**src/rtl/imm_gen_pipe_pkg.sv**
```systemverilog
// imm_pkg: shared immediate formats, instruction field positions and skid states
package imm_pkg;
  typedef enum logic [2:0] {
    FMT_I  = 3'd0,
    FMT_D  = 3'd1,
    FMT_B  = 3'd2,
    FMT_CB = 3'd3,
    FMT_IW = 3'd4
  } imm_fmt_t;
  typedef enum logic [1:0] {EMPTY, ONE, TWO} skid_state_t;
  localparam int I_LSB  = 10;
  localparam int I_MSB  = 21;
  localparam int D_LSB  = 12;
  localparam int D_MSB  = 20;
  localparam int B_MSB  = 25;
  localparam int CB_LSB = 5;
  localparam int CB_MSB = 23;
  localparam int IW_LSB = 5;
  localparam int IW_MSB = 20;
  localparam int HW_LSB = 21;
  localparam int HW_MSB = 22;
endpackage

```
**src/rtl/imm_gen_pipe_if.sv**
```systemverilog
// imm_gen_pipe_if: instruction-in / immediate-out valid-ready bus
interface imm_gen_pipe_if #(
  parameter int DATA_W = 64,
  parameter int TAG_W  = 6
);
  logic              in_valid;
  logic              in_ready;
  logic [31:0]       in_instr;
  logic [2:0]        in_fmt;
  logic [TAG_W-1:0]  in_tag;
  logic              out_valid;
  logic              out_ready;
  logic [DATA_W-1:0] out_imm;
  logic [TAG_W-1:0]  out_tag;
  logic              out_err;
  modport master (
    output in_valid, in_instr, in_fmt, in_tag, out_ready,
    input  in_ready, out_valid, out_imm, out_tag, out_err
  );
  modport slave (
    input  in_valid, in_instr, in_fmt, in_tag, out_ready,
    output in_ready, out_valid, out_imm, out_tag, out_err
  );
endinterface

```
**src/rtl/imm_gen_pipe_extract.sv**
```systemverilog
// imm_extract: combinational LEGv8 immediate extraction, computed at 64 bits
module imm_extract
  import imm_pkg::*;
#(
  parameter int DATA_W   = 64,
  parameter int BR_SHIFT = 2
) (
  input  logic [31:0]       instr_i,
  input  logic [2:0]        fmt_i,
  output logic [DATA_W-1:0] imm_o,
  output logic              err_o
);
  logic [63:0] res;
  logic [1:0]  hw;
  logic        unused_bits;
  always_comb begin
    hw    = instr_i[HW_MSB:HW_LSB];
    res   = fmt_i == FMT_I  ? 64'(instr_i[I_MSB:I_LSB]) :
            fmt_i == FMT_D  ? 64'($signed(instr_i[D_MSB:D_LSB])) :
            fmt_i == FMT_B  ? 64'($signed(instr_i[B_MSB:0])) << BR_SHIFT :
            fmt_i == FMT_CB ? 64'($signed(instr_i[CB_MSB:CB_LSB])) << BR_SHIFT :
            fmt_i == FMT_IW ? 64'(instr_i[IW_MSB:IW_LSB]) << {hw, 4'b0000} : 64'd0;
    err_o = fmt_i > FMT_IW || (DATA_W == 32 && fmt_i == FMT_IW && hw[1]);
    imm_o = err_o ? '0 : res[DATA_W-1:0];
  end
  assign unused_bits = ^{instr_i[31:26], res >> DATA_W};
endmodule

```
**src/rtl/imm_gen_pipe.sv**
```systemverilog
// imm_gen_pipe: immediate generator behind a 2-entry skid buffer (main + skid)
module imm_gen_pipe
  import imm_pkg::*;
#(
  parameter int DATA_W   = 64,
  parameter int TAG_W    = 6,
  parameter int BR_SHIFT = 2
) (
  input logic          clk,
  input logic          rst_n,
  input logic          flush,
  imm_gen_pipe_if.slave bus
);
  skid_state_t       state_q, state_d;
  logic              in_ready_q, fire_in, fire_out, load_main, load_skid, pop_skid;
  logic [DATA_W-1:0] ext_imm, main_imm_q, skid_imm_q;
  logic              ext_err, main_err_q, skid_err_q;
  logic [TAG_W-1:0]  main_tag_q, skid_tag_q;
  imm_extract #(.DATA_W(DATA_W), .BR_SHIFT(BR_SHIFT)) u_extract (
    .instr_i(bus.in_instr),
    .fmt_i  (bus.in_fmt),
    .imm_o  (ext_imm),
    .err_o  (ext_err)
  );
  assign fire_in  = bus.in_valid & in_ready_q;
  assign fire_out = bus.out_valid & bus.out_ready;
  always_comb begin
    state_d   = state_q;
    load_main = 1'b0;
    load_skid = 1'b0;
    pop_skid  = 1'b0;
    case (state_q)
      EMPTY: begin
        state_d   = fire_in ? ONE : EMPTY;
        load_main = fire_in;
      end
      ONE: begin
        state_d   = fire_in && !fire_out ? TWO : !fire_in && fire_out ? EMPTY : ONE;
        load_main = fire_in & fire_out;
        load_skid = fire_in & ~fire_out;
      end
      TWO: begin
        state_d  = fire_out ? ONE : TWO;
        pop_skid = fire_out;
      end
      default: state_d = EMPTY;
    endcase
    if (flush) begin
      state_d   = EMPTY;
      load_main = 1'b0;
      load_skid = 1'b0;
      pop_skid  = 1'b0;
    end
  end
  always_ff @(posedge clk or negedge rst_n) begin
    if (!rst_n) begin
      state_q    <= EMPTY;
      in_ready_q <= 1'b1;
    end else begin
      state_q    <= state_d;
      in_ready_q <= state_d != TWO;
    end
  end
  always_ff @(posedge clk or negedge rst_n) begin
    if (!rst_n) begin
      main_imm_q <= '0;
      main_tag_q <= '0;
      main_err_q <= 1'b0;
    end else if (load_main) begin
      main_imm_q <= ext_imm;
      main_tag_q <= bus.in_tag;
      main_err_q <= ext_err;
    end else if (pop_skid) begin
      main_imm_q <= skid_imm_q;
      main_tag_q <= skid_tag_q;
      main_err_q <= skid_err_q;
    end
  end
  // Skid contents are only meaningful in TWO, so they carry no reset
  always_ff @(posedge clk) begin
    if (load_skid) begin
      skid_imm_q <= ext_imm;
      skid_tag_q <= bus.in_tag;
      skid_err_q <= ext_err;
    end
  end
  assign bus.in_ready  = in_ready_q;
  assign bus.out_valid = state_q != EMPTY;
  assign bus.out_imm   = main_imm_q;
  assign bus.out_tag   = main_tag_q;
  assign bus.out_err   = main_err_q;
endmodule

```
**src/flat_wrapper.sv**
```systemverilog
// flat-port wrapper written by rule: the top's interface ports become plain ports
module imm_gen_pipe_flat import imm_pkg::*;
#(
  parameter int DATA_W   = 64,
  parameter int TAG_W    = 6,
  parameter int BR_SHIFT = 2
)
  (clk, rst_n, flush, bus_in_valid, bus_in_instr, bus_in_fmt, bus_in_tag, bus_out_ready, bus_in_ready, bus_out_valid, bus_out_imm, bus_out_tag, bus_out_err);
  imm_gen_pipe_if #(.DATA_W(DATA_W), .TAG_W(TAG_W)) bus_i ();
  input logic clk;
  input logic rst_n;
  input logic flush;
  input wire logic [$bits(bus_i.in_valid)-1:0] bus_in_valid;
  input wire logic [$bits(bus_i.in_instr)-1:0] bus_in_instr;
  input wire logic [$bits(bus_i.in_fmt)-1:0] bus_in_fmt;
  input wire logic [$bits(bus_i.in_tag)-1:0] bus_in_tag;
  input wire logic [$bits(bus_i.out_ready)-1:0] bus_out_ready;
  output wire logic [$bits(bus_i.in_ready)-1:0] bus_in_ready;
  output wire logic [$bits(bus_i.out_valid)-1:0] bus_out_valid;
  output wire logic [$bits(bus_i.out_imm)-1:0] bus_out_imm;
  output wire logic [$bits(bus_i.out_tag)-1:0] bus_out_tag;
  output wire logic [$bits(bus_i.out_err)-1:0] bus_out_err;
  assign bus_i.in_valid = bus_in_valid;
  assign bus_i.in_instr = bus_in_instr;
  assign bus_i.in_fmt = bus_in_fmt;
  assign bus_i.in_tag = bus_in_tag;
  assign bus_i.out_ready = bus_out_ready;
  assign bus_in_ready = bus_i.in_ready;
  assign bus_out_valid = bus_i.out_valid;
  assign bus_out_imm = bus_i.out_imm;
  assign bus_out_tag = bus_i.out_tag;
  assign bus_out_err = bus_i.out_err;
  imm_gen_pipe #(.DATA_W(DATA_W), .TAG_W(TAG_W), .BR_SHIFT(BR_SHIFT)) u_core (.clk(clk), .rst_n(rst_n), .flush(flush), .bus(bus_i));
endmodule
```
**config.mk**
```make
export PLATFORM = sky130hd
export DESIGN_NAME = imm_gen_pipe_flat
export DESIGN_NICKNAME = d
export VERILOG_FILES = /design/src/rtl/imm_gen_pipe_pkg.sv /design/src/rtl/imm_gen_pipe_if.sv /design/src/rtl/imm_gen_pipe_extract.sv /design/src/rtl/imm_gen_pipe.sv /design/src/flat_wrapper.sv
export SDC_FILE = /design/constraint.sdc
export NUM_CORES = 1
export LEC_CHECK = 0
export ABC_AREA = 1
export CAP_MARGIN = 20
export CORE_MARGIN = 5
export CORE_UTILIZATION = 54
export DETAILED_ROUTE_END_ITERATION = 10
export PLACE_DENSITY_LB_ADDON = 0.05
export SETUP_SLACK_MARGIN = 0.5
export SLEW_MARGIN = 10
export SYNTH_ARGS = -nofsm -noshare
export SYNTH_HDL_FRONTEND = slang
export SYNTH_SLANG_ARGS = --single-unit
```
**constraint.sdc**
```tcl
create_clock -name clk -period 4.84 [get_ports clk]
set_clock_uncertainty 0.2 [all_clocks]
set_input_delay 1.21 -clock clk [delete_from_list [all_inputs] [get_ports clk]]
set_output_delay 1.21 -clock clk [all_outputs]
set_load 0.005 [all_outputs]
```
## Yosys cells after proc, flatten, opt, wreduce, memory -nomap -nowiden

Cells that the tools add are included.
W data, S select, Z words.

| storage, ports and cells | value |
|---|---|
| bits in registers | 145 |
| input bits | 46 |
| word-level logic and storage cells | 54 |
| output and inout port bits | 73 |

| cells by class | value |
|---|---|
| order comparisons | 1 |
| shift operators | 1 |
| reductions and logical operators | 8 |
| muxes and demuxes | 24 |
| bitwise logic cells | 5 |
| equal/unequal tests | 7 |

Operators by type and width:

| cell | number |
|---|---|
| $mux W64 | 8 |
| $shl A16 B6 Y64 | 1 |
| $mux W6 | 2 |
| $mux W1 | 9 |
| $eq A3 B2 Y1 const B | 2 |
| $mux W2 | 3 |
| $pmux W2 S3 | 1 |
| $and A1 B1 Y1 | 4 |
| $reduce_bool A2 Y1 | 2 |
| $eq A3 B1 Y1 const B | 1 |
| $eq A3 B3 Y1 const B | 1 |
| $gt A3 B3 Y1 const B | 1 |
| $logic_not A3 Y1 | 1 |
| $eq A2 B1 Y1 const B | 1 |
| $eq A2 B2 Y1 const B | 1 |
| $logic_and A1 B1 Y1 | 2 |
| $logic_not A1 Y1 | 2 |
| $logic_not A2 Y1 | 1 |
| $ne A2 B2 Y1 const B | 1 |
| $pmux W1 S2 | 1 |
| $not A1 Y1 | 1 |

## Longest topological paths before layout

Gate-level depths: netlist of the first run.

| logic depth | value |
|---|---|
| depth after elaboration | 8 |
| gate-level depth with buffers | 12 |
| mapped depth without buffers | 11 |

## Modules after synthesis

A second synthesis of the first run with hierarchy kept.

| second synthesis, totals | value |
|---|---|
| cells, all modules | 921 |
| area, all modules | 7465.9 um2 |

Modules (own cells, without submodules):

| module | sequential area each (um2) | cells an instance | instances | area each (um2) |
|---|---|---|---|---|
| imm_gen_pipe | 3985.1 | 634 | 1 | 5998.3 |
| imm_extract | 0.0 | 287 | 1 | 1467.7 |

## Least setup slack after synthesis of the first run

Ideal clock, no wire load.

| timing path | value |
|---|---|
| kind | input to register |
| from | input port bus_in_valid |
| to | register u_core.skid_err_q, enable pin |
| setup slack | -352 ps |
| library setup time | 500 ps |
| path buffers | 0 |
| required time | 4140 ps |
| stages on the path | 5 |
| arrival | 4492 ps |
| cell sequence | nand2_1 -> inv_1 -> ha_1 -> nand2_1 -> nor2_1 |

| on the way | value |
|---|---|
| cells in the longest elaborated chain, start to end | 4 |

Ends and longest elaborated chain:

| item | RTL line | source |
|---|---|---|
| start: declaration | flat_wrapper.sv:13 | `input wire logic [$bits(bus_i.in_valid)-1:0] bus_in_valid;` |
| $and A1 B1 Y1 | imm_gen_pipe.sv:25 | `assign fire_in = bus.in_valid & in_ready_q;` |
| $and A1 B1 Y1 | imm_gen_pipe.sv:40 | `load_skid = fire_in & ~fire_out;` |
| $mux W1 | imm_gen_pipe.sv:32 | `case (state_q)` |
| $mux W1 | imm_gen_pipe.sv:48 | `if (flush) begin` |
| named net u_core.load_skid | imm_gen_pipe.sv:15 | `logic in_ready_q, fire_in, fire_out, load_main, load_skid, pop_skid;` |
| end signal: assignment | imm_gen_pipe.sv:84 | `skid_err_q <= ext_err;` |
| end: declaration | imm_gen_pipe.sv:17 | `logic ext_err, main_err_q, skid_err_q;` |

The timed path passes the listed nets, and every way through them passes these cells.
A chain may end at the register's enable or synchronous reset.

## Worst setup path after layout of the first run

| timing path | value |
|---|---|
| from | input port bus_out_ready |
| to | register u_core.main_imm_q[47] (netlist: u_core.bus.out_imm[47]) |

| on the way | value |
|---|---|
| cells in the longest elaborated chain, start to end | 5 |
| elaborated cells on any way between the ends | 8 |
| classes of those cells | 5 x mux; 2 x bitwise; 1 x reduce/logical |

Ends and longest elaborated chain:

| item | RTL line | source |
|---|---|---|
| start: declaration | flat_wrapper.sv:17 | `input wire logic [$bits(bus_i.out_ready)-1:0] bus_out_ready;` |
| $and A1 B1 Y1 * | imm_gen_pipe.sv:26 | `assign fire_out = bus.out_valid & bus.out_ready;` |
| $and A1 B1 Y1 | imm_gen_pipe.sv:39 | `load_main = fire_in & fire_out;` |
| $pmux W1 S2 | imm_gen_pipe.sv:32 |  |
| $mux W1 | imm_gen_pipe.sv:48 |  |
| $mux W64 / $reduce_bool A2 Y1 (equally long branches) | n/a |  |
| end signal: assignment | imm_gen_pipe.sv:70 | `main_imm_q <= ext_imm;` |
| end signal: assignment | imm_gen_pipe.sv:74 | `main_imm_q <= skid_imm_q;` |
| end: declaration | imm_gen_pipe.sv:16 | `logic [DATA_W-1:0] ext_imm, main_imm_q, skid_imm_q;` |

Every way passes the cells marked *; elsewhere a longest branch is shown, timed or not.

==> impl_results.md, run 1 <==
* Fin cells at 1079
* Final HPWL DP at 14400 um
* Outcome: complete, no violations
* Vias at 6284
* Worst Path Required at 4940 ps
* Port Buf Inserts at 112
* R2r worst-path depth at 12
* Clk sink count at 145
* Clock Latency Late Sink at 420 ps
* DRT Pass-1 Iters at 5
* Layout cell share with drive strength beyond 1 at 0.0893
* First-pass GRT wire length at 33700 um
* Worst setup SP type: input pin
* Number of fillers in the final layout at 1007
* CTS resizes at 0
* H-tree depth at 4
* WHS Path Cells at 2
* Setup slack after layout at 1410 ps
* Syn Std Cell Area at 7050 sq um
* EDFF count, synth at 71
* Setup_tns at 0 ps
* Area growth, synth to finish at 26.9%
* Leakage at 3.94 nW
* Die outline height at 124 um
* Unique masters post-synth at 35
* DRC Markers at 0
* Area contributors post-synth: edfxtp_1 30%, dfrtp_1 26%, nand2_1 13%, a22oi_1 5.7%, nand3_1 5.1%
* Max-Cap Viols at 0
* GP Congestion at 0.974
* Net Count, Synth at 841
* Post-layout nets at 942
* Slew Limit Fails at 0
* Largest net degree at the start of global routing at 75
* CP Capture Type: flop
* Syn avg cell area at 8.89 sq um
* Most common cell in the netlist: nand2_1
* Worst EP arrival at 3530 ps
* RR Startpoint: u_core.state_q[0]
* Vias in the first global route at 6317
* Post-synth top area share at 0.302
* DRT iter0 DRCs at 624
* Cells after Synth at 793
* Yosys top cell by area: edfxtp_1
* Vias per inst at 5.82
* #FFs+latches synth at 145
* Reg2reg setup slack at 2100 ps
* WHS at 272 ps
* Placed insts at 1046
* Top Ports at 119
* Worst R2R End: u_core.bus.out_imm[7]
* Final hold vios at 0
* Fmax at 0.291 GHz
* Row cnt at 41
* CTS tree: yes
* Final setup viols at 0
* Top_reg_cell synth: dfrtp_1
* Worst Hold Endpoint: u_core.bus.out_tag[1]
* PD cells at 414 nW/um^2
* Antenna-violating nets left at 0
* RSZ-0062 raised after global routing: no
* Post-CTS Repair Setup Buffers at 0
* Type of the worst setup path: in -> reg
* Final Cycle Share at 0.709
* CTS root buffer: clkbuf_16
* Worst-path clk slew at 60 ps
* Hold Path Class: reg -> reg
* Post-synthesis sequential area ratio at 0.565
* Final Core Density at 0.703
* Initial antenna violation count at 0
* Core footprint at 12700 sq um
* VDD IR max at 257 uV
* Hold Buf Count CTS at 0
* Drt wl/cell at 19.7 um
* Slew HR at 0.297
* GR Overflow Total at 0
* GRT Total Usage at 0.275
* Die area at 15400 sq um
* Post-synth top cells: 245 x nand2_1, 73 x dfrtp_1, 72 x nand3_1
* Routed WL at 21300 um
* Design area at 8950 sq um
* CP max FO at 42
* Die W at 124 um
* CTS Buf Count at 17
* Starting Density at 0.554
* N_diodes at 0
* Worst-margin pin slew at 1050 ps
* Placed Instance Area at 8330 sq um
* Min cycle time layout at 3430 ps
* Clock tree buffer depth at 2
* Yosys warning total at 0
* Total Power at 3.71 mW
* Beginning of the worst hold path: u_core.skid_tag_q[1]
* DP Worst Slack at 1030 ps
* Asr flop ratio synth at 0.510
==> registers in the layout, summed over array words and instances (netlist names) <==
register and count:
u_core.bus.out_imm 64, u_core.bus.in_ready 1, u_core.skid_err_q 1, u_core.bus.out_tag 6, u_core.skid_tag_q 6, u_core.bus.out_err 1
u_core.skid_imm_q 64, u_core.state_q 2
==> cells in the final DEF (no fill, tap or decap), types with 2 or more instances in the layout <==
cell type,Yosys,final
a21boi_0,5,5
inv_2,4,4
clkinv_1,1,2
clkbuf_16,0,17
nor2_4,2,4
a21oi_1,37,36
buf_12,0,2
edfxtp_1,71,71
clkdlybuf4s50_1,0,111
nand2_2,3,4
and2_1,3,3
nand3_1,72,72
a22oi_1,54,54
o21ai_0,19,19
clkbuf_1,22,2
inv_6,0,2
inv_1,55,55
a21oi_2,18,18
buf_4,4,12
nor2_1,61,59
clkinv_2,0,3
nor3_1,3,3
nand2_1,245,244
or2_0,6,6
dfrtp_1,73,73
o211ai_1,2,2
nor2_2,3,3
clkinv_4,0,3
bufinv_16,0,3
ha_1,2,2
nand4_1,2,2
==> cells by family after synthesis <==
| family | synth area share |
|---|---|
| simple gates | 0.237 |
| fa+ha+maj | 0.00355 |
| compound gates | 0.133 |
| buf+inv | 0.0616 |
| flops | 0.565 |
==> area by class of cell <==
type	instances	area, sq um	area share
clock buffer	19	433	0.0484
clock inverter	13	160	0.0179
inverter	60	225	0.0252
multi-input combinational	544	2660	0.297
sequential	145	3990	0.445
tap	172	215	0.0240
timing repair buffer	126	1270	0.142
==> critical path: stages <==
cell             delay (ps)
clkdlybuf4s50_1         490
nand2_1                 110
inv_1                   100
ha_1                    160
nand2_1                 110
nand3_1                 150
nand2_2                 470
buf_12                  400
a22oi_1                 190
nand2_1                 100
==> worst max path at each step <==
stage               slack, ps          start  cells after the start                     end
floorplan                 840   bus_in_valid                      5       u_core.skid_err_q
global placement         1080  bus_in_fmt[1]                     11  u_core.bus.out_imm[41]
detailed placement       1030  bus_out_ready                     10  u_core.bus.out_imm[47]
CTS                      1430  bus_out_ready                      9  u_core.bus.out_imm[47]
global route             1240  bus_in_fmt[1]                     11  u_core.bus.out_imm[39]
finish                   1410  bus_out_ready                     10  u_core.bus.out_imm[47]
==> per-layer routing <==
layer	share of wire	wire, um	vias up	global-route usage
met3	0.084	1790	52	0.0660
met4	0.029	626	0	0.113
met5	0	0	-	0
li1	-	-	2868	-
met2	0.48	10200	321	0.436
met1	0.41	8650	3043	0.364
==> power by group <==
group | internal, mW | switching, mW
clock network | 0.810 | 0.510
logic | 0.418 | 0.403
registers | 1.47 | 0.0938
Note: power is estimated with default switching activity, not from simulation.
==> run 2, diff against run 1 <==
==> constraint.sdc (replaced) <==
create_clock -name clk -period 3.4 [get_ports clk]
set_clock_uncertainty 0.2 [all_clocks]
set_input_delay 0.85 -clock clk [delete_from_list [all_inputs] [get_ports clk]]
set_output_delay 0.85 -clock clk [all_outputs]
set_load 0.005 [all_outputs]
==> run 2 against run 1 <==
Net effect:
- sequential power increased by 42%
- combinational power rose by 47%
- highest routed layer unchanged
- wire length up 2.7%
- via count fell by 0.70%
- setup slack lost 890 ps
- sequential cell count is the same
- clock power increased by 40%
- critical path type unchanged
- register-to-register slack lost 1200 ps
==> impl_results.md, run 2 (same netlist as run 1, synthesis figures left out) <==
* Outcome: complete, no violations
* Critical Path Stages at 8
* Number of fillers in the final layout at 994
* Seq. cell area at 3990 sq um
* Hold Buf Count CTS at 0
* Worst Path Required at 3340 ps
* Final hold vios at 0
* Worst-margin pin slew at 557 ps
* Initial antenna violation count at 0
* Max-Cap Viols at 0
* Worst-path clk slew at 60 ps
* NetSw at 1.48 mW
* Core footprint at 12700 sq um
* Setup_tns at 0 ps
* Fmax at 0.347 GHz
* Min cycle time layout at 2880 ps
* CP max FO at 37
* Die W at 124 um
* RSZ-0062 raised after global routing: yes
* Vias in the first global route at 6223
* Row cnt at 41
* Placed Instance Area at 8510 sq um
* CP bufs+invs at 3
* GRT Total Usage at 0.281
* Layout cell share with drive strength beyond 1 at 0.109
* Met2 global-route usage at 0.463
* Crit path cell chain: clkdlybuf4s50_1 > inv_2 > nand3_1 > nor2_2 > nor2_4 > o21ai_4 > buf_12 > a21oi_1
* Design area at 9130 sq um
* CTS tree: yes
* GP Congestion at 0.975
* Starting Density at 0.554
* DP Worst Slack at 105 ps
* Clk sink count at 145
* Largest net degree at the start of global routing at 75
* Die outline height at 124 um
* Multi-input logic area at 2660 sq um
* H-tree depth at 4
* Final setup viols at 0
* VDD IR max at 431 uV
* Top Ports at 119
* Final Cycle Share at 0.847
* Routed WL at 21900 um
* Most frequent cells in the layout: 244 x nand2_1, 111 x clkdlybuf4s50_1, 73 x dfrtp_1
* Clock tree buffer depth at 2
* Met1 Use GR at 0.368
* Port Buf Inserts at 112
* Fin cells at 1097
* Area growth, synth to finish at 29.4%
* Post-layout nets at 960
* First-pass GRT wire length at 34400 um
* Worst EP arrival at 2820 ps
* Cell family with most CP delay: buffers and inverters
* CP max stage cell: clkdlybuf4s50_1
* Most common cell after layout, fill and taps aside: nand2_1
* Reg2reg setup slack at 900 ps
* Top Usage Layer GRT: met2
* Clock Latency Late Sink at 420 ps
* N_diodes at 0
* Leakage at 4.03 nW
* Reg power frac at 0.422
* CTS Buf Count at 17
* Drt wl/cell at 19.9 um
* Post-CTS Repair Setup Buffers at 0
* Placed insts at 1064
* DRT iter0 DRCs at 621
* GR Overflow Total at 0
* Final HPWL DP at 15600 um
* Setup slack after layout at 521 ps
* P_int at 3.80 mW
* Clock power frac at 0.350
* Total Power at 5.28 mW
* Vias per inst at 5.69
* Vias at 6240
* PD cells at 579 nW/um^2
* Slowest Stage Delay on Critical Path at 530 ps
* R2r worst-path depth at 12
* Type of the worst setup path: in -> reg
* Comb pwr share at 0.228
* Sw Share at 0.281
* CTS root buffer: clkbuf_16
* Slew HR at 0.628
* Antenna-violating nets left at 0
* DRC Markers at 0
* GRT met3 Usage at 0.0725
* DRT Pass-1 Iters at 5
* Worst setup SP type: input pin
* CP Capture Type: flop
* Die area at 15400 sq um
* Slew Limit Fails at 0
* Hold Path Class: in -> async
run 2: timing repair:
| item | in CTS | in global routing |
|---|---|---|
| setup endpoints to repair | 0 | 12 |
| gates resized for setup | 0 | 2 |
| hold endpoints to repair | 0 | 0 |
run 2: layout make-up:
class                   count  share of cell area
flip-flops and latches    145               0.437
clock buffers              17              0.0466
inverters                  60              0.0250
clock inverters            15              0.0171
repair buffers            144               0.159
multi-input cells         544               0.292
well taps                 172              0.0236
run 2: power groups by stage:
| stage | Sequential [mW] | Combinational (mW) | Clock [mW] |
|---|---|---|---|
| floorplan | 2.26 | 0.467 | 0 |
| global placement | 2.24 | 1.16 | 0 |
| detailed placement | 2.26 | 1.20 | 0 |
| CTS | 2.23 | 1.21 | 1.86 |
| global route | 2.25 | 1.31 | 1.95 |
| finish | 2.23 | 1.21 | 1.85 |
run 2: per-stage QoR:
stage                     hold slack [ps]  utilization
after floorplan                       242            -
after global placement                251        0.669
after detailed placement              262        0.669
after CTS                             276        0.715
after global routing                  157        0.717
final                                 140        0.717
run 2: worst paths after layout:
check | endpoint | start
max in group asynchronous | u_core.bus.in_ready | rst_n
setup reg to reg | u_core.bus.out_imm[12] | u_core.state_q[0]
setup / recovery | u_core.skid_imm_q[27] | bus_in_fmt[2]
min in group clk | u_core.bus.out_imm[25] | u_core.skid_imm_q[25]
hold / removal | u_core.bus.out_imm[47] | rst_n
hold reg to reg | u_core.bus.out_imm[25] | u_core.skid_imm_q[25]
run 2: metal layers:
metal	up-vias	wire length (um)
met2	300	10600
met4	0	514
li1	2901	-
met5	-	0
met3	43	1640
met1	2996	9110
run 2: worst reg2reg max path: stages (launching register included):
cell and delay [ps]:
dfrtp_1 390, inv_1 120, nand2_1 100, nand2_1 150
inv_1 70, ha_1 190, nand2_1 140, nand3_1 140
nand2_2 130, buf_4 350, nand2_1 160, o21ai_0 150
a21oi_1 90
==> RTL edit 1: new RTL, settings of run 2 <==
The 3 states of `skid_state_t` get a one-hot encoding in 3 bits.
--- a/src/rtl/imm_gen_pipe_pkg.sv
+++ b/src/rtl/imm_gen_pipe_pkg.sv
@@ -7,7 +7,7 @@
     FMT_CB = 3'd3,
     FMT_IW = 3'd4
   } imm_fmt_t;
-  typedef enum logic [1:0] {EMPTY, ONE, TWO} skid_state_t;
+  typedef enum logic [2:0] {EMPTY = 3'b001, ONE = 3'b010, TWO = 3'b100} skid_state_t;
   localparam int I_LSB  = 10;
   localparam int I_MSB  = 21;
   localparam int D_LSB  = 12;
Function: no difference found for any inputs over 4 cycles, from zero or initial values and one cycle with rst_n low; so few cycles prove little.
==> RTL edit 1 against run 2 <==
- final cell count rose by 9.1%
- critical path depth rose by 2
- total power rose by 2.5%
- design area rose by 1.6%
- wire length rose by 3.9%
- global-route usage rose by 1.1 points
- first-iteration DRC count fell by 9.8%
- synthesized area rose by 3.4%
- worst setup slack improved by 0.10 ns
- sequential cell count rose by 1
- register-to-register slack improved by 0.12 ns
- count of clock-buffer cells in the layout rose by 1
==> RTL edit 1: results (changes against run 2) <==
<table>
<tr><th>Metric</th><th>Value</th></tr>
<tr><th colspan="2">Power and ir drop</th></tr>
<tr><td>Leakage</td><td>4.16 nW (was 4.03 nW)</td></tr>
<tr><td>Sw Ratio</td><td>27.2% (was 28.1%)</td></tr>
<tr><th colspan="2">Cells and area</th></tr>
<tr><td>Fillcell total</td><td>1012 (was 994)</td></tr>
<tr><td>Fraction of final layout cells with drive strength greater than 1</td><td>9.01% (was 10.9%)</td></tr>
<tr><td>Final #Nets</td><td>1055 (was 960)</td></tr>
<tr><th colspan="2">Placed design</th></tr>
<tr><td>HPWL after DPL</td><td>15.5 mm (was 15.6 mm)</td></tr>
<tr><td>Final GP Congestion</td><td>0.906 (was 0.975)</td></tr>
<tr><th colspan="2">Worst setup path</th></tr>
<tr><td>Critical path's largest stage delay</td><td>0.58 ns (was 0.53 ns)</td></tr>
<tr><th colspan="2">Logic synthesis</th></tr>
<tr><td>Synthesized-area fraction occupied by ao, oa, aoi and oai cells</td><td>8.98% (was 13.3%)</td></tr>
<tr><td>Post-synth top cells</td><td>sky130_fd_sc_hd__nand2_1, sky130_fd_sc_hd__nor2_1, sky130_fd_sc_hd__nand3_1, sky130_fd_sc_hd__dfrtp_1, sky130_fd_sc_hd__edfxtp_1 (was sky130_fd_sc_hd__nand2_1, sky130_fd_sc_hd__dfrtp_1, sky130_fd_sc_hd__nand3_1, sky130_fd_sc_hd__edfxtp_1, sky130_fd_sc_hd__nor2_1)</td></tr>
<tr><td>Number of library cell types mapped by synthesis</td><td>33 (was 35)</td></tr>
<tr><td>Fraction of synthesis flops using an asynchronous set or reset pin</td><td>51.4% (was 51.0%)</td></tr>
<tr><td>Seq/Total Area, Yosys</td><td>55.0% (was 56.5%)</td></tr>
<tr><th colspan="2">Outcome</th></tr>
<tr><td>Result of the run</td><td>complete, no violations (unchanged)</td></tr>
<tr><th colspan="2">Route</th></tr>
<tr><td>WL/cell</td><td>19.0 µm (was 19.9 µm)</td></tr>
<tr><td>Via-per-instance ratio</td><td>5.63 (was 5.69)</td></tr>
<tr><th colspan="2">STA</th></tr>
<tr><td>Slew @ Worst Pin</td><td>0.981 ns (was 0.557 ns)</td></tr>
<tr><th colspan="2">Global route</th></tr>
<tr><td>Combined global-route utilization of all metal layers</td><td>29.2% (was 28.1%)</td></tr>
<tr><td>Maximum number of pins on one net before global-route repair</td><td>76 (was 75)</td></tr>
<tr><th colspan="2">Clock tree</th></tr>
<tr><td>Post-CTS sizing</td><td>1 (was 0)</td></tr>
</table>
## RTL edit 1: area by class of cell
| type | instances | area share, % |
|---|---|---|
| flip-flops and latches | 146 | 43.3 |
| multi-input cells | 632 | 30.3 |
| repair buffers | 138 | 14.4 |
| clock buffers | 18 | 4.63 |
| inverters | 73 | 2.98 |
| well taps | 176 | 2.37 |
| clock inverters | 14 | 2.01 |
## RTL edit 1: tightest hold or removal path: cells and delay by family (launching register included)
| family | cells | cell delay (ns) |
|---|---|---|
| flip-flops | 1 | 0.32 |
| AND/OR/NAND/NOR | 2 | 0.12 |
## RTL edit 1: through the flow
stage / instance area (µm²) / hold slack (ns) / utilization [%] / worst slack, ns / std cells
2_1_floorplan: 7300 / 0.242 / - / 0.533 / 899
3_3_place_gp: 8650 / 0.244 / 65.3 / 0.265 / 1165
3_5_place_dp: 8650 / 0.257 / 65.3 / 0.0905 / 1165
4_1_cts: 9270 / 0.272 / 70.0 / 0.610 / 1197
5_1_grt: 9270 / 0.295 / 70.0 / 0.527 / 1197
6_report: 9270 / 0.270 / 70.0 / 0.625 / 1197
## RTL edit 1: routing by layer
metal / GRT usage [%] / wire length (µm)
met1: 38.5 / 9470
met2: 48.1 / 11200
met3: 5.55 / 1500
met4: 11.2 / 582
met5: 0 / 0
## RTL edit 1: final timing paths
path                            depth (start not counted)  slack, ns                     end                  start
worst max-delay path                                   10       0.63  u_core.bus.out_imm[42]          bus_in_fmt[0]
max in group asynchronous                               1       1.99  u_core.bus.out_imm[58]                  rst_n
worst max register to register                          8       1.02  u_core.bus.out_imm[17]      u_core.state_q[0]
min in group asynchronous                               1       0.39       u_core.state_q[1]                  rst_n
worst min-delay path                                    2       0.27  u_core.bus.out_imm[29]  u_core.skid_imm_q[29]
worst min register to register                          2       0.27  u_core.bus.out_imm[29]  u_core.skid_imm_q[29]
==> RTL edit 2: new RTL, flow settings as in run 2 <==
Made on the original files. `IW_MSB`: 20 -> 30.
--- a/src/rtl/imm_gen_pipe_pkg.sv
+++ b/src/rtl/imm_gen_pipe_pkg.sv
@@ -16,7 +16,7 @@
   localparam int CB_LSB = 5;
   localparam int CB_MSB = 23;
   localparam int IW_LSB = 5;
-  localparam int IW_MSB = 20;
+  localparam int IW_MSB = 30;
   localparam int HW_LSB = 21;
   localparam int HW_MSB = 22;
 endpackage
Check against the original RTL: not equivalent (Yosys sat finds a counterexample within 4 cycles, from zero or initial values and one cycle with rst_n low).
==> RTL edit 2 against run 2 <==
- total power is 2.3% higher
- wire length is 5.2% higher
- design area is 4.3% higher
- critical path type unchanged
- largest power group unchanged
- sequential cell count stayed put
- worst setup slack better by 0.21 ns
- global-route usage is 0.29 points higher
- synthesized area is 7.3% higher
- die area is 6.7% higher
==> RTL edit 2: results (changes against run 2) <==
<table>
<tr><th>Metric</th><th>Value</th></tr>
<tr><th colspan="2">Placed design</th></tr>
<tr><td>Cell area reported after detailed placement</td><td>0.00891 mm² (was 0.00851 mm²)</td></tr>
<tr><td>HPWL after DPL</td><td>15.4 mm (was 15.6 mm)</td></tr>
<tr><td>I/O Buffers</td><td>117 (was 112)</td></tr>
<tr><td>Worst Setup Slack post-DPL</td><td>0.187 ns (was 0.105 ns)</td></tr>
<tr><th colspan="2">Cells and area</th></tr>
<tr><td>Non-clock buffer area fraction after layout</td><td>15.3% (was 15.9%)</td></tr>
<tr><td>Final non-filler cell total</td><td>1193 (was 1097)</td></tr>
<tr><td>CLK BUF</td><td>21 (was 17)</td></tr>
<tr><td>Final #Nets</td><td>1049 (was 960)</td></tr>
<tr><td>Total number of sequential cells</td><td>145 (unchanged)</td></tr>
<tr><td>Non-Clock Inverter Count</td><td>44 (was 60)</td></tr>
<tr><td>Proportion of cell area occupied by registers</td><td>41.9% (was 43.7%)</td></tr>
<tr><td>Multi-input gates</td><td>650 (was 544)</td></tr>
<tr><td>Fillcell total</td><td>1125 (was 994)</td></tr>
<tr><td>Layout buffer count excluding clock buffers</td><td>143 (was 144)</td></tr>
<tr><td>Area fraction of clock buffers and clock inverters</td><td>6.17% (was 6.38%)</td></tr>
<tr><th colspan="2">Route</th></tr>
<tr><td>1st-iter DRT viols</td><td>709 (was 621)</td></tr>
<tr><th colspan="2">Global route</th></tr>
<tr><td>Global-route met3 utilization</td><td>5.40% (was 7.25%)</td></tr>
<tr><td>Wire length of the first global-routing pass</td><td>36.7 mm (was 34.4 mm)</td></tr>
<tr><td>Global Route met2 Usage</td><td>47.1% (was 46.3%)</td></tr>
<tr><td>Combined global-route utilization of all metal layers</td><td>28.4% (was 28.1%)</td></tr>
<tr><th colspan="2">Outcome</th></tr>
<tr><td>Result of the run</td><td>complete, no violations (unchanged)</td></tr>
<tr><th colspan="2">Logic synthesis</th></tr>
<tr><td>Number of library cell types mapped by synthesis</td><td>33 (was 35)</td></tr>
<tr><td>Synth Area per Inst</td><td>8.34 µm² (was 8.89 µm²)</td></tr>
<tr><th colspan="2">Power and ir drop</th></tr>
<tr><td>Sw Ratio</td><td>26.9% (was 28.1%)</td></tr>
<tr><th colspan="2">Worst setup path</th></tr>
<tr><td>Timing startpoint of the critical path</td><td>bus_in_fmt[0] (was bus_in_fmt[2])</td></tr>
</table>
-- RTL edit 2: cell count changes after synthesis, moves of 7 or more --
cell                      delta
sky130_fd_sc_hd__inv_1      -18
sky130_fd_sc_hd__a21oi_1    +24
sky130_fd_sc_hd__nand2_1    +71
sky130_fd_sc_hd__nor2_1     -24
sky130_fd_sc_hd__nand3_1     +7
sky130_fd_sc_hd__buf_2      +24
sky130_fd_sc_hd__o21ai_0    +35
-- RTL edit 2: power by group through the flow --
stage	Clock (mW)	Sequential, mW	Combinational, mW
floorplan	0	2.29	0.517
global placement	0	2.27	1.24
detailed placement	0	2.29	1.26
CTS	1.90	2.26	1.28
global route	1.97	2.29	1.39
finish	1.88	2.26	1.27
-- RTL edit 2: cell families (layout without fill, tap and decap cells) --
group                    Yosys count  count (layout)  share of synthesized area [%]
flip-flops                       145             145                           52.7
AO/OA/AOI/OAI                    198             198                           16.0
buffers and inverters            112             218                           6.66
AND/OR/NAND/NOR                  450             450                           24.3
adder cells (fa/ha/maj)            2               2                          0.331
-- RTL edit 2: metrics by stage --
| step | utilization (%) | hold WS, ns | total power [mW] |
|---|---|---|---|
| 3_3_place_gp | 64.4 | 0.249 | 3.51 |
| 2_1_floorplan | - | 0.242 | 2.80 |
| 3_5_place_dp | 64.4 | 0.257 | 3.55 |
| 6_report | 68.8 | 0.192 | 5.41 |
| 5_1_grt | 68.8 | 0.230 | 5.65 |
| 4_1_cts | 68.7 | 0.271 | 5.43 |
-- RTL edit 2: worst max-delay path, cell delays in order --
cell	delay (ns)
sky130_fd_sc_hd__clkdlybuf4s50_1	0.52
sky130_fd_sc_hd__nor2_2	0.22
sky130_fd_sc_hd__nand2_1	0.23
sky130_fd_sc_hd__nand2_1	0.21
sky130_fd_sc_hd__inv_1	0.11
sky130_fd_sc_hd__o21ai_0	0.47
